$ cat config.mk
export PLATFORM = sky130hd
export DESIGN_NAME = bsg_link_credit_sched
export DESIGN_NICKNAME = d
export VERILOG_FILES = /design/src/rtl/bsg_link_credit_sched.sv
export SDC_FILE = /design/constraint.sdc
export NUM_CORES = 1
export LEC_CHECK = 0
export CORE_UTILIZATION = 44
export DETAILED_ROUTE_END_ITERATION = 6
export PLACE_DENSITY = 0.86
export SYNTH_ARGS = -nofsm -noshare
export SYNTH_HDL_FRONTEND = slang
export SYNTH_SLANG_ARGS = --single-unit
$ cat constraint.sdc
create_clock -name clk -period 8.71 [get_ports clk]
set_input_delay 0.871 -clock clk [delete_from_list [all_inputs] [get_ports clk]]
set_output_delay 0.871 -clock clk [all_outputs]
set_load 0.01 [all_outputs]
$ cat src/rtl/bsg_link_credit_sched.sv
// rtl/bsg_link_credit_sched.sv - credit-gated round-robin scheduler for the DDR link upstream channel
module bsg_link_credit_sched #(
    parameter int NUM_CH     = 4,
    parameter int DW         = 16,
    parameter int CREDITS    = 32,
    parameter int DECIMATION = 4,
    parameter int CW         = 6
) (
    input  logic                        clk,
    input  logic                        rst_n,
    input  logic [NUM_CH-1:0]           req_v_i,
    input  logic [NUM_CH*DW-1:0]        req_data_i,
    output logic [NUM_CH-1:0]           req_yumi_o,
    output logic                        link_v_o,
    output logic [DW-1:0]               link_data_o,
    output logic [$clog2(NUM_CH)-1:0]   link_ch_o,
    input  logic                        link_ready_i,
    input  logic                        token_i,
    output logic [CW-1:0]               credits_o,
    output logic                        overflow_o
);

    localparam int PW = $clog2(NUM_CH);
    localparam logic [CW:0] CREDITS_W = (CW+1)'(CREDITS);
    localparam logic [CW:0] DECIM_W   = (CW+1)'(DECIMATION);

    logic [PW-1:0]     rr_ptr;
    logic [PW-1:0]     grant_idx;
    logic [PW:0]       cand_sum;
    logic [PW-1:0]     cand;
    logic              found;
    logic [NUM_CH-1:0] grant;
    logic [DW-1:0]     grant_data;
    logic              slot_free;
    logic              can_load;
    logic              tok_q;
    logic              tok_init;
    logic [CW:0]       ret;
    logic [CW:0]       credits_next;

    // Search starts at rr_ptr; the PW+1 bit sum keeps the wrap correct for non-power-of-two NUM_CH.
    always_comb begin
        grant_idx = '0;
        found     = 1'b0;
        cand_sum  = '0;
        cand      = '0;
        for (int k = 0; k < NUM_CH; k++) begin
            cand_sum = {1'b0, rr_ptr} + (PW+1)'(k);
            if (cand_sum >= (PW+1)'(NUM_CH)) begin
                cand_sum = cand_sum - (PW+1)'(NUM_CH);
            end
            cand = cand_sum[PW-1:0];
            if (!found && req_v_i[cand]) begin
                found     = 1'b1;
                grant_idx = cand;
            end
        end
    end

    always_comb begin
        grant      = '0;
        grant_data = '0;
        if (found) begin
            grant[grant_idx] = 1'b1;
        end
        for (int i = 0; i < NUM_CH; i++) begin
            if (grant_idx == PW'(i)) begin
                grant_data = req_data_i[i*DW +: DW];
            end
        end
    end

    // rst_n gates the accept so nothing is consumed while the block is held in reset.
    assign slot_free  = ~link_v_o | link_ready_i;
    assign can_load   = rst_n & slot_free & (credits_o != '0) & found;
    assign req_yumi_o = grant & {NUM_CH{can_load}};

    // The first cycle after reset only captures token_i, so a static high token is not seen as an edge.
    assign ret          = (tok_init && (token_i ^ tok_q)) ? DECIM_W : '0;
    assign credits_next = {1'b0, credits_o} - {{CW{1'b0}}, can_load} + ret;

    always_ff @(posedge clk or negedge rst_n) begin
        if (!rst_n) begin
            tok_q    <= 1'b0;
            tok_init <= 1'b0;
        end else begin
            tok_q    <= token_i;
            tok_init <= 1'b1;
        end
    end

    always_ff @(posedge clk or negedge rst_n) begin
        if (!rst_n) begin
            rr_ptr <= '0;
        end else if (can_load) begin
            rr_ptr <= (grant_idx == PW'(NUM_CH-1)) ? '0 : grant_idx + 1'b1;
        end
    end

    always_ff @(posedge clk or negedge rst_n) begin
        if (!rst_n) begin
            link_v_o    <= 1'b0;
            link_data_o <= '0;
            link_ch_o   <= '0;
        end else if (can_load) begin
            link_v_o    <= 1'b1;
            link_data_o <= grant_data;
            link_ch_o   <= grant_idx;
        end else if (link_ready_i) begin
            link_v_o    <= 1'b0;
        end
    end

    always_ff @(posedge clk or negedge rst_n) begin
        if (!rst_n) begin
            credits_o  <= CREDITS_W[CW-1:0];
            overflow_o <= 1'b0;
        end else if (credits_next > CREDITS_W) begin
            credits_o  <= CREDITS_W[CW-1:0];
            overflow_o <= 1'b1;
        end else begin
            credits_o  <= credits_next[CW-1:0];
        end
    end

endmodule

==> results.sh <==
export IMPL_placed_cell_area_sq_um=3090
export IMPL_synthMostInstantiatedCell="nand2_1"
export IMPL_cts_sinks=30
export IMPL_finalSetupViolCount=0
export IMPL_synth_area_top_cells="dfrtp_1, o21ai_2, ha_1, nand2_1, a221oi_1"
export IMPL_stdcell_area_sq_um=3190
export IMPL_worst_pin_slew_ps=1120
export IMPL_synth_edff_count=0
export IMPL_ir_worst_vdd_mv=0.161
export IMPL_endpoint_kind="primary output"
export IMPL_drt_wl_total_mm=5.86
export IMPL_yosys_warnings=0
export IMPL_crit_type="primary input to primary output"
export IMPL_wire_per_inst_um=15.4
export IMPL_grt_ovfl_total=0
export IMPL_ant_nets=0
export IMPL_cts_resized_gates=0
export IMPL_finalHoldViolCount=0
export IMPL_required_ps=7840
export IMPL_syn_nets=316
export IMPL_grt_use_total_pct=23.5
export IMPL_dieArea_sq_um=5040
export IMPL_die_w_um=71.0
export IMPL_max_slew_margin_pct=25.2
export IMPL_p_per_area_nw_per_um2=309
export IMPL_diodes=0
export IMPL_cpPeakStageDelay_ps=1020
export IMPL_async_reset_ff_share_pct=100
export IMPL_hp_class="flop to flop"
export IMPL_yosysUniqueCellTypes=48
export IMPL_clockRootBuffer="clkbuf_8"
export IMPL_min_period_over_period_pct=55.5
export IMPL_clk_pin_slew_ps=70
export IMPL_route_detailed_drc=0
export IMPL_grt_max_degree=44
export IMPL_clock_skew_ps=10.5
export IMPL_slew_violations=0
export IMPL_crit_slowest_cell="ha_1"
export IMPL_fin_util_pct=71.4
export IMPL_antenna_found_initial=0
export IMPL_nets=412
export IMPL_r2r_start="credits_o[4]"
export IMPL_gp_congestion=0.860
export IMPL_avgViaCountPerCell=5.44
export IMPL_leakagePower_nw=1.31
export IMPL_min_from="link_data_o[15]"
export IMPL_path_cells="clkdlybuf4s50_1, mux2i_1, nor2_1, nor4_1, ha_1, and2_1, clkdlybuf4s50_1"
export IMPL_synth_largest_area_cell="dfrtp_1"
export IMPL_yosysSeqAreaShare_pct=35.9
export IMPL_dieHeight_um=71.0
export IMPL_fmax_mhz=207
export IMPL_rows=24
export IMPL_synth_area_sq_um=2090
export IMPL_start_util_pct=46.8
export IMPL_areaGrowthSynthToFinish_pct=52.6
export IMPL_cp_arrival_ps=3970
export IMPL_drtIter0Drc=183
export IMPL_clk_latency_ps=290
export IMPL_cts_tree="built"
export IMPL_tns_ps=0
export IMPL_rsz0062_at_grt="no"
export IMPL_dp_hpwl_mm=4.28
export IMPL_post_cts_buffers=0
export IMPL_numCtsBuffers=5
export IMPL_final_layout_size_suffix_gt1_share_pct=11.0
export IMPL_setup_worst_path_start="req_v_i[0]"
export IMPL_start_kind="primary input"
export IMPL_yosys_register_bits=30
export IMPL_path_common_cell="clkdlybuf4s50_1"
export IMPL_clockBufferDepth=2
export IMPL_htree_num_levels=2
export IMPL_fin_crit_ps=4840
export IMPL_netlist_area_leader_share_pct=34.7
export IMPL_crit_buf_inv=2
export IMPL_grt_pass1_vias=1950
export IMPL_synth_top_flop_cell="dfrtp_1"
export IMPL_status="complete, no violations"
export IMPL_numPortBuffers=101
export IMPL_pin_count=102
export IMPL_maxCapViolCount=0
export IMPL_drt_pass1_iterations=7
export IMPL_cts_hold_buf=0
export IMPL_via_count=2066
export IMPL_syn_avg_cell_area_sq_um=9.06
export IMPL_core_area_sq_um=4470
export IMPL_synth_common_cells="nand2_1, dfrtp_1, nor2_1, o21ai_2"
export IMPL_critPathTopFamily="adder cells"
export IMPL_crit_fanout=34
export IMPL_grt_pass1_wl_mm=9.22
export IMPL_syn_inst=231
cell usage in the layout, fill, tap and decap left out, types with 3 or more instances in the layout:
| cell type | n |
|---|---|
| ha_1 | 12 |
| nor3_1 | 3 |
| a221oi_1 | 15 |
| clkbuf_8 | 5 |
| inv_1 | 14 |
| nand2_1 | 39 |
| dfrtp_1 | 29 |
| clkdlybuf4s50_1 | 101 |
| nor2_1 | 23 |
| and2_1 | 3 |
| a21oi_1 | 5 |
| nand2b_1 | 4 |
| nor4_1 | 3 |
| o31a_1 | 15 |
| o21ai_2 | 18 |
where the power goes:
part           switching (mW)  total (mW)  internal, mW
clock                  0.0567       0.141        0.0841
sequential             0.0351       0.230         0.195
combinational           0.317       0.615         0.298
flip-flops by register name (all words and copies together) (netlist names):
signal,flops
link_data_o,16
tok_init,1
link_v_o,1
credits_o,6
link_ch_o,2
overflow_o,1
rr_ptr,2
tok_q,1
worst reg2reg max path, cell delays in order (launching register included):
cell and delay, ps:
dfrtp_1 410, inv_1 90, ha_1 130, or4b_4 460, o2111ai_4 180, buf_4 480, inv_2 140, ha_1 200
inv_1 50, ha_1 170, inv_1 60, fa_1 390, nand2b_1 160, a21oi_1 180, xnor2_1 210, a211o_1 310
path summary, 6_finish.rpt:
| check | endpoint | depth (start not counted) | slack (ps) |
|---|---|---|---|
| max | req_yumi_o[3] | 7 | 3870 |
| min | link_data_o[15] | 2 | 480 |
| max reg2reg | overflow_o | 15 | 4960 |
| min reg2reg | link_data_o[15] | 2 | 480 |
| max in group asynchronous | credits_o[5] | 2 | 7390 |
| min in group asynchronous | link_data_o[1] | 2 | 990 |
metal layers:
layer,routed length (um),up-vias,global-route usage [%]
met2,2980,69,41.1
li1,-,1018,-
met4,157,0,8.00
met5,0,-,0
met3,268,14,4.70
met1,2450,965,28.9
kinds of logic (layout without fill, tap and decap cells):
| family | Yosys count | count (layout) | share of synthesized area, % |
|---|---|---|---|
| XOR/XNOR | 3 | 3 | 1.26 |
| other | 1 | 1 | 0.179 |
| buffers and inverters | 30 | 127 | 7.59 |
| flip-flops | 30 | 30 | 35.9 |
| AND/OR/NAND/NOR | 85 | 85 | 18.5 |
| multiplexers | 1 | 1 | 0.478 |
| AO/OA/AOI/OAI | 68 | 68 | 27.9 |
| adder cells (fa/ha/maj) | 13 | 13 | 8.13 |
final cells by class:
cell class	instances	area, sq um
clock inverter	3	40.0
clock buffer	5	68.8
timing repair buffer	103	1030
multi-input combinational	171	1180
tap	52	65.1
sequential	30	752
fill	348	1280
inverter	16	60.1
through the flow:
step / hold slack [ps] / worst slack, ps / cells / power (mW)
final: 482 / 3870 / 380 / 0.986
after global routing: 495 / 3620 / 380 / 1.06
after CTS: 483 / 3890 / 380 / 0.991
after detailed placement: 467 / 3910 / 372 / 0.845
after global placement: 461 / 3950 / 372 / 0.829
after floorplan: 490 / 5360 / 231 / 0.643
(Power assumes the default switching activity.)
